### config.mk
export PLATFORM = sky130hd
export DESIGN_NAME = multdiv_unit
export DESIGN_NICKNAME = d
export VERILOG_FILES = /design/src/rtl/multdiv_pkg.sv /design/src/rtl/multdiv_unit_div_nr_step.sv /design/src/rtl/multdiv_unit.sv
export SDC_FILE = /design/constraint.sdc
export NUM_CORES = 1
export LEC_CHECK = 0
export ABC_CLOCK_PERIOD_IN_PS = 8000
export CORE_MARGIN = 4
export CORE_UTILIZATION = 30
export DETAILED_ROUTE_END_ITERATION = 6
export PLACE_DENSITY = 0.42
export REMOVE_ABC_BUFFERS = 1
export SYNTH_ARGS = -nofsm -noshare
export SYNTH_HDL_FRONTEND = slang
export SYNTH_HIERARCHICAL = 1
export SYNTH_SLANG_ARGS = --single-unit
### constraint.sdc
create_clock -name clock -period 8 [get_ports clock]
set_input_delay 1.6 -clock clock [delete_from_list [all_inputs] [get_ports clock]]
set_output_delay 1.6 -clock clock [all_outputs]
set_load 0.02 [all_outputs]
### src/rtl/multdiv_pkg.sv
// Shared types and constants for the iterative multiply/divide engine.
// Imported by the top level and the divide step.
package multdiv_pkg;

    localparam int WIDTH_DEF = 32;
    localparam int TAG_W_DEF = 5;
    localparam int ITER      = WIDTH_DEF;

    localparam logic [4:0] ALU_OP_MUL = 5'b00110;
    localparam logic [4:0] ALU_OP_DIV = 5'b00111;

    typedef enum logic [1:0] {
        S_IDLE = 2'd0,
        S_RUN  = 2'd1,
        S_DONE = 2'd2
    } state_t;

endpackage

### src/rtl/multdiv_unit_div_nr_step.sv
// One non-restoring division iteration on the {remainder, quotient} pair.
// Purely combinational; the top reuses it on every RUN cycle.
module div_nr_step
    import multdiv_pkg::*;
#(
    parameter int W = WIDTH_DEF
) (
    input  logic [W:0]   rem,
    input  logic [W-1:0] quo,
    input  logic [W-1:0] divisor,
    output logic [W:0]   rem_next,
    output logic [W-1:0] quo_next
);

    logic [W+1:0] shifted;
    logic [W+1:0] dext;
    logic [W+1:0] sum;

    // Sign of the running remainder picks subtract (>=0) or add-back (<0).
    always_comb begin
        shifted  = {rem, quo[W-1]};
        dext     = {2'b00, divisor};
        sum      = rem[W] ? (shifted + dext) : (shifted - dext);
        rem_next = sum[W:0];
        quo_next = {quo[W-2:0], ~sum[W]};
    end

endmodule

### src/rtl/multdiv_unit.sv
// Iterative signed multiply/divide engine with fixed WIDTH-cycle latency.
// Operates on magnitudes and applies sign fix-up on the final iteration.
module multdiv_unit
    import multdiv_pkg::*;
#(
    parameter int WIDTH = ITER,
    parameter int TAG_W = TAG_W_DEF
) (
    input  logic             clock,
    input  logic             reset_n,
    input  logic             ctrl_MULT,
    input  logic             ctrl_DIV,
    input  logic [WIDTH-1:0] data_operandA,
    input  logic [WIDTH-1:0] data_operandB,
    input  logic [TAG_W-1:0] in_rd,
    output logic             busy,
    output logic             result_RDY,
    output logic [WIDTH-1:0] data_result,
    output logic             data_exception,
    output logic [TAG_W-1:0] out_rd
);

    localparam int CNT_W = $clog2(WIDTH) + 1;
    localparam logic [CNT_W-1:0] LAST = CNT_W'(WIDTH - 1);
    localparam logic [WIDTH-1:0] MIN_NEG = {1'b1, {(WIDTH-1){1'b0}}};

    state_t state;
    state_t state_next;

    logic [CNT_W-1:0] count;
    logic             op_mul;
    logic             neg;
    logic             div_zero;
    logic             div_ovf;
    logic [WIDTH:0]   hi;
    logic [WIDTH-1:0] lo;
    logic [WIDTH-1:0] opd;
    logic [TAG_W-1:0] rd_q;

    logic             start;
    logic             accept;
    logic             last;
    logic [WIDTH-1:0] a_mag;
    logic [WIDTH-1:0] b_mag;

    logic [WIDTH:0]     mul_sum;
    logic [WIDTH:0]     hi_mul;
    logic [WIDTH-1:0]   lo_mul;
    logic [2*WIDTH-1:0] prod;
    logic [2*WIDTH-1:0] prod_s;
    logic               mul_exc;

    logic [WIDTH:0]   rem_n;
    logic [WIDTH-1:0] quo_n;
    logic [WIDTH-1:0] quo_s;

    logic [WIDTH:0]   step_hi;
    logic [WIDTH-1:0] step_lo;

    assign start      = ctrl_MULT | ctrl_DIV;
    assign accept     = start && (state != S_RUN);
    assign last       = (state == S_RUN) && (count == LAST);
    assign busy       = (state == S_RUN);
    assign result_RDY = (state == S_DONE);

    assign a_mag = data_operandA[WIDTH-1] ? -data_operandA : data_operandA;
    assign b_mag = data_operandB[WIDTH-1] ? -data_operandB : data_operandB;

    // Shift-add: {hi, lo} holds partial product above the unconsumed multiplier bits.
    assign mul_sum = {1'b0, hi[WIDTH-1:0]} + (lo[0] ? {1'b0, opd} : '0);
    assign hi_mul  = {1'b0, mul_sum[WIDTH:1]};
    assign lo_mul  = {mul_sum[0], lo[WIDTH-1:1]};
    assign prod    = {hi_mul[WIDTH-1:0], lo_mul};
    assign prod_s  = neg ? -prod : prod;
    assign mul_exc = prod_s[2*WIDTH-1:WIDTH] != {WIDTH{prod_s[WIDTH-1]}};

    div_nr_step #(
        .W(WIDTH)
    ) u_step (
        .rem      (hi),
        .quo      (lo),
        .divisor  (opd),
        .rem_next (rem_n),
        .quo_next (quo_n)
    );

    assign quo_s   = neg ? -quo_n : quo_n;
    assign step_hi = op_mul ? hi_mul : rem_n;
    assign step_lo = op_mul ? lo_mul : quo_n;

    always_ff @(posedge clock or negedge reset_n) begin
        if (!reset_n) begin
            state <= S_IDLE;
        end else begin
            state <= state_next;
        end
    end

    always_comb begin
        state_next = state;
        unique case (state)
            S_IDLE: if (accept) state_next = S_RUN;
            S_RUN:  if (last) state_next = S_DONE;
            S_DONE: state_next = accept ? S_RUN : S_IDLE;
            default: state_next = S_IDLE;
        endcase
    end

    always_ff @(posedge clock or negedge reset_n) begin
        if (!reset_n) begin
            count          <= '0;
            op_mul         <= 1'b0;
            neg            <= 1'b0;
            div_zero       <= 1'b0;
            div_ovf        <= 1'b0;
            hi             <= '0;
            lo             <= '0;
            opd            <= '0;
            rd_q           <= '0;
            data_result    <= '0;
            data_exception <= 1'b0;
            out_rd         <= '0;
        end else if (accept) begin
            count    <= '0;
            op_mul   <= ctrl_MULT;
            neg      <= data_operandA[WIDTH-1] ^ data_operandB[WIDTH-1];
            div_zero <= (data_operandB == '0);
            div_ovf  <= (data_operandA == MIN_NEG) && (data_operandB == '1);
            hi       <= '0;
            lo       <= ctrl_MULT ? b_mag : a_mag;
            opd      <= ctrl_MULT ? a_mag : b_mag;
            rd_q     <= in_rd;
        end else if (busy) begin
            hi <= step_hi;
            lo <= step_lo;
            if (!last) begin
                count <= count + 1'b1;
            end else begin
                out_rd <= rd_q;
                // Divide-by-zero still burns the full latency; result forced here.
                if (op_mul) begin
                    data_result    <= prod_s[WIDTH-1:0];
                    data_exception <= mul_exc;
                end else if (div_zero) begin
                    data_result    <= '0;
                    data_exception <= 1'b1;
                end else begin
                    data_result    <= quo_s;
                    data_exception <= div_ovf;
                end
            end
        end
    end

endmodule

==> impl_metrics.yaml <==
placement:
  place_area_um2: 17400
  gp_congestion: 0.886
  dpl.cell_count: 2747
  dpl_worst_slack_ns: 0.221
  io_buffers: 112
  hpwl_um: 46000
worst_setup_path:
  crit_required_ns: 8.37
  critPathKind: "reg -> reg"
  reg2reg_depth: 26
  cp-start-kind: "register"
  arrival_ns: 7.93
  r2r_start: "opd[3]"
  setup.worst_path.start: "opd[3]"
  r2r_slack_ns: 0.44
  path_max_fanout: 5
  setup.worst_path.end_class: "register"
  rr_endpoint: "data_result[30]"
global_route:
  grt-ovfl-total: 0
  first_global_vias: 14900
  track_usage: 0.204
  grt_pass1_wl_um: 91600
  grt_max_degree: 80
  antenna_found_initial: 0
yosys:
  synth_xor_area_frac: 0.130
  yosys.area.top_type_share: 0.239
  synth_mux_area_frac: 0.0471
  yosys.area_share.adder: 0.0592
  synth-edff-count: 0
  synthArstFlopShare: 1.00
  synth_compound_area_frac: 0.262
  ys_warn_count: 6
  yosysSeqAreaShare: 0.239
  synth-seq-cells: 152
  yosys.area_share.simple: 0.211
  synth_top_family_by_area: "compound AO/OA/AOI/OAI gates"
  syn_area_per_cell_um2: 7.68
  ys.flop_type: "dfrtp_1"
  yosys.area.top_type: "dfrtp_1"
  synthTopCellsByArea: "dfrtp_1 24%, xnor2_1 8.3%, o21ai_0 6.2%"
  syn_area_um2: 15900
  ys_types: 82
  synth_cells: 2069
clock_tree:
  cts_made_buffers: 17
  clkTransAtPathRegs_ns: 0.07
  ctsHtreeMaxLevel: 4
  clkLatencyLatePin_ns: 0.45
  clockRootBuffer: "clkbuf_16"
  tritoncts: "built"
  cts_hold_buffers: 0
  cts.sink_count: 152
  ctsLongestPathBuffers: 2
hold_path:
  hold_depth: 2
  hold_class: "reg -> reg"
  min_to: "rd_q[4]"
  hp-start: "rd_q[4]"
timing:
  setup_slack_ns: 0.440
  relSlewSlack: 0.220
  fin_tns_setup_ns: 0
  timing_hold_violations_final: 0
  rsz0062_at_grt: "no"
  post-route-period-util: 0.945
  timing.fmax_mhz: 132
  fin_crit_ns: 7.56
  finalSetupViolations: 0
  worst_pin_slew_ns: 1.16
  skew_ns: 0.0125
  drv_slew: 0
  hold_slack_ns: 0.472
pwr:
  power_frac_comb: 0.729
  ir_drop_mv: 0.153
  cellPowerDensity_nw_per_um2: 549
  p_total_mw: 9.94
  switching_share: 0.527
  seq_power_share: 0.176
  p_switching_mw: 5.24
  p_int_mw: 4.70
  p_clk_frac: 0.095
  p_leak_nw: 7.01
route:
  antenna_left: 0
  wl_met3_um: 1920
  wl_met2_um: 26900
  wl_per_cell_um: 21.2
  viasPerCell: 5.54
  drc_errors: 0
  wl_um: 58900
  drt-met1-wl_um: 28700
  drt_iter0_drc: 977
  dr.pass1.iters: 5
  vias: 15400
  maxUsedRoutingLayer: "met4"
final_layout:
  stdcell_count: 2778
  n_fill_cell: 5638
  nNetsFinal: 2226
  drive_above_1_share: 0.0651
  syn_to_final_growth_pct: 14.0
  final_cell_area_um2: 18100
  diodes: 0
  fin_util: 0.345
run:
  drv_cap: 0
floorplan:
  fp.dieW_um: 238
  die-area_um2: 56700
  fp.dieH_um: 238
  start_util: 0.303
  ioPinCount: 113
  core_um2: 52600
  row_count: 84
status:
  run_status: "finished clean"
-- cells in the mapped netlist, types with 23 or more instances --
cell / n
a21o_1: 27
a21oi_1: 188
a22oi_1: 35
and2_1: 39
buf_4: 31
clkbuf_1: 97
dfrtp_1: 152
ha_1: 72
inv_1: 38
mux2_2: 38
mux2i_1: 32
nand2_1: 228
nand4_1: 28
nor2_1: 150
nor3_1: 43
nor4_1: 23
o21ai_0: 196
o22ai_1: 35
o31ai_1: 51
o41ai_1: 24
or3_1: 25
or4_1: 34
xnor2_1: 150
xor2_1: 86
-- routing by layer --
layer,track usage,vias up
li1,-,7574
met1,0.292,7369
met2,0.329,379
met3,0.0203,57
met4,0.0561,0
met5,0,-
-- registers in the layout, summed over array words and instances (netlist names), 2 cells and up --
name	flops
count	6
out_rd	5
state	2
rd_q	5
lo	32
opd	32
data_result	32
hi	33
-- logic make-up after synthesis --
kind of cell / count (synthesis)
flip-flops: 152
AO/OA/AOI/OAI: 676
adder cells (fa/ha/maj): 74
XOR/XNOR: 236
multiplexers: 70
buffers and inverters: 187
AND/OR/NAND/NOR: 674
-- worst max-delay path by stage --
stage	slack, ns	endpoint
3_3_place_gp	0.29	data_result[30]
2_1_floorplan	0.93	data_result[30]
4_1_cts	0.17	data_result[30]
5_1_grt	0.03	data_result[30]
6_report	0.44	data_result[30]
3_5_place_dp	0.22	data_result[30]
-- cell type report --
type | instances | area (um^2) | area share
clock buffers | 18 | 429 | 0.0237
flip-flops and latches | 152 | 3810 | 0.210
repair buffers | 140 | 1330 | 0.0734
clock inverters | 12 | 225 | 0.0124
well taps | 688 | 861 | 0.0475
inverters | 38 | 143 | 0.00787
multi-input cells | 1730 | 11300 | 0.625
-- critical path: stages (launching register included) --
cell and delay, ns:
dfrtp_1 0.43, or4_1 0.59, nand2b_1 0.24, or3_4 0.44, or4_1 0.39, nor2b_1 0.15
xor2_1 0.16, ha_1 0.32, nand4_1 0.11, or3_1 0.39, o211ai_1 0.32, a21oi_2 0.14
o21ai_2 0.17, a21oi_1 0.10, and2_1 0.22, inv_1 0.08, ha_1 0.16, nand2b_1 0.14
or4_4 0.47, nand2b_1 0.20, or4_1 0.56, or4_1 0.56, or4_1 0.45, o31ai_1 0.29
xnor2_1 0.15, a22oi_1 0.08, a21oi_1 0.19
-- cell usage in the layout (no fill, tap or decap), types with 9 or more instances in the layout --
master,netlist,layout
buf_4,31,29
mux2_2,38,38
xor2_1,86,86
or3_1,25,25
o21ai_0,196,194
xnor2_1,150,150
mux2i_1,32,32
nand3_1,20,20
nor2_1,150,148
nor4_1,23,23
ha_1,72,72
a21o_1,27,27
a211oi_1,16,16
or2_2,10,10
or4_1,34,33
clkbuf_16,0,17
nand2b_1,19,18
and2_1,39,39
o41ai_1,24,24
nand4_1,28,28
dfrtp_1,152,150
o22ai_1,35,35
o21bai_1,9,9
o21a_1,17,17
nor3_1,43,40
a21oi_1,188,187
clkdlybuf4s50_1,0,110
a31oi_1,13,13
a22oi_1,35,35
nand2_1,228,228
and3_1,11,11
o31ai_1,51,51
nor2b_1,9,9
inv_1,38,38
-- what timing repair did --
item	CTS	global route
setup buffers	0	1
setup endpoints to repair	0	3
resized for setup	0	5
-- power by group through the flow --
stage | logic (mW) | registers, mW | clock network, mW
final | 7.25 | 1.75 | 0.940
after global routing | 8.02 | 1.82 | 0.995
after CTS | 7.19 | 1.75 | 0.966
after detailed placement | 7.14 | 1.77 | 0
after global placement | 7.13 | 1.77 | 0
after floorplan | 5.07 | 1.76 | 0
Power figures use the tool's default switching activity.
==> RTL edit: new RTL, config.mk and constraints unchanged <==
`TAG_W_DEF`: 5 -> 10.
--- a/src/rtl/multdiv_pkg.sv
+++ b/src/rtl/multdiv_pkg.sv
@@ -3,7 +3,7 @@
 package multdiv_pkg;
 
     localparam int WIDTH_DEF = 32;
-    localparam int TAG_W_DEF = 5;
+    localparam int TAG_W_DEF = 10;
     localparam int ITER      = WIDTH_DEF;
 
     localparam logic [4:0] ALU_OP_MUL = 5'b00110;
Interface: changed (resized in_rd and out_rd); port bits go from 113 to 123. The function was not compared with the original's and may differ.
==> RTL edit against the original RTL <==
Area after synthesis up 4.1%; routed wire length grew 3.9%; clock power down 9.0%; worst hold slack better by 0.0029 ns; setup slack improved by 0.048 ns; power is 2.1% higher; cell area grew 3.4%; clock skew is 0.0028 ns lower; sequential cell count increased by 10; sequential power grew 5%.
==> RTL edit: results (changes against the original RTL) <==
stage	metric	value	unit	change
outcome	status	finished, final reports clean		
logic_synthesis	seq_area_frac_synth	24.5	%	+0.58 points
placement	dp_hpwl	47700	um	+3.7%
grt	grt_use_met2	32.6	%	-0.32 points
route	vias	16200		+5.5%
route	firstDrtPassIters	6		+1
finish	seqCellArea	4060	sq um	+6.6%
grt	grtUsageTotal	20.4	%	-0.021 points
grt	grt_max_degree	94		+18%
route	drt-wirelength-per-cell	21.1	um	-0.27%
power_and_ir_drop	vdd_ir_drop_max	0.180	mV	+18%
logic_synthesis	synth_fa_ha_area_share	5.69	%	-0.23 points
finish	seq_cell_count	162		+6.6%
finish	multi_input_area_share	62.3	%	-0.24 points
finish	nMultiInputCombCells	1819		+5.1%
placement	io_buffer_count	122		+8.9%
finish	fill_cells	5853		+3.8%
logic_synthesis	yosysUniqueCellTypes	82		unchanged
finish	drive_above_1_share	5.74	%	-0.77 points
logic_synthesis	ys_top_cells_by_area	dfrtp_1, xnor2_1, o21ai_0, nand2_1, ha_1		
logic_synthesis	synth_xor_area_share	11.7	%	-1.3 points
grt	antenna_found_initial	1		+1
placement	pre_cts_ws	0.355	ns	+0.134 ns
power_and_ir_drop	leakage	7.39	nW	+5.4%
timing	tightest_slew	1.27	ns	+0.103 ns
route	met1Wirelength	29900	um	+4.3%
grt	grt.met1_usage	29.3	%	+0.11 points
placement	gp_congestion	0.903		+2.0%
route	wl_met3	2410	um	+26%
timing	skew	0.00973	ns	-0.00276 ns
logic_synthesis	synth_common_cells	nand2_1, o21ai_0, a21oi_1		
finish	inverters	32		-16%
finish	buffers	151		+7.9%
grt	grt_pass1_wl	95400	um	+4.2%
route	drtIter0Drc	1116		+14%
critical_path	crit_arrival	7.89	ns	-0.04 ns
finish	clkCellAreaFrac	3.12	%	-0.49 points
critical_path	cp_max_fo	6		+1
logic_synthesis	synth_compound_area_share	27.0	%	+0.74 points
route	top_layer	met5		
route	dr_wl_met2	27700	um	+3.0%
finish	antennaDiodeCount	1		+1
finish	buffer_area_share	7.67	%	+0.33 points
finish	layout.nets	2335		+4.9%
-- RTL edit: cell count changes in the layout (fill, tap and decap cells not counted), sizes merged, moves of 15 or more --
cell | unedited run | this run
a21oi | 188 | 165
nand2 | 228 | 296
nor2 | 150 | 132
o21ai | 202 | 235
xnor2 | 150 | 135
-- RTL edit: path summary, 6_finish.rpt --
kind | from | end | slack (ns) | cells after the start
max | opd[2]$_DFFE_PN0P_ | data_result[28]$_DFFE_PN0P_ | 0.49 | 26
min | rd_q[9]$_DFFE_PN0P_ | out_rd[9]$_DFFE_PN0P_ | 0.47 | 2
max reg2reg | opd[2]$_DFFE_PN0P_ | data_result[28]$_DFFE_PN0P_ | 0.49 | 26
min reg2reg | rd_q[9]$_DFFE_PN0P_ | out_rd[9]$_DFFE_PN0P_ | 0.47 | 2
max in group asynchronous | reset_n | op_mul$_DFFE_PN0P_ | 5.62 | 2
min in group asynchronous | reset_n | data_result[11]$_DFFE_PN0P_ | 1.11 | 1
-- RTL edit: where the power goes --
part	leakage, nW	switching [mW]	internal (mW)
logic	5.08	4.49	2.98
clock network	0.287	0.407	0.448
registers	2.02	0.610	1.22
total	7.39	5.51	4.65
-- RTL edit: per-stage QoR --
stage | hold slack (ns) | cells | area (sq um)
after detailed placement | 0.454 | 2860 | 18200
after CTS | 0.475 | 2892 | 18700
after floorplan | 0.439 | 2013 | 15800
final | 0.475 | 2893 | 18700
after global routing | 0.493 | 2892 | 18700
after global placement | 0.447 | 2860 | 18200
-- RTL edit: worst max-delay path, delay by kind of cell, from the launching register on --
family / cells / cell delay (ns)
adders and majority gates: 2 / 0.49
AOI/OAI and AO/OA: 7 / 1.37
buffers and inverters: 1 / 0.10
xor gates and xnor gates: 2 / 0.31
DFF: 1 / 0.45
and+or+nand+nor: 14 / 4.70
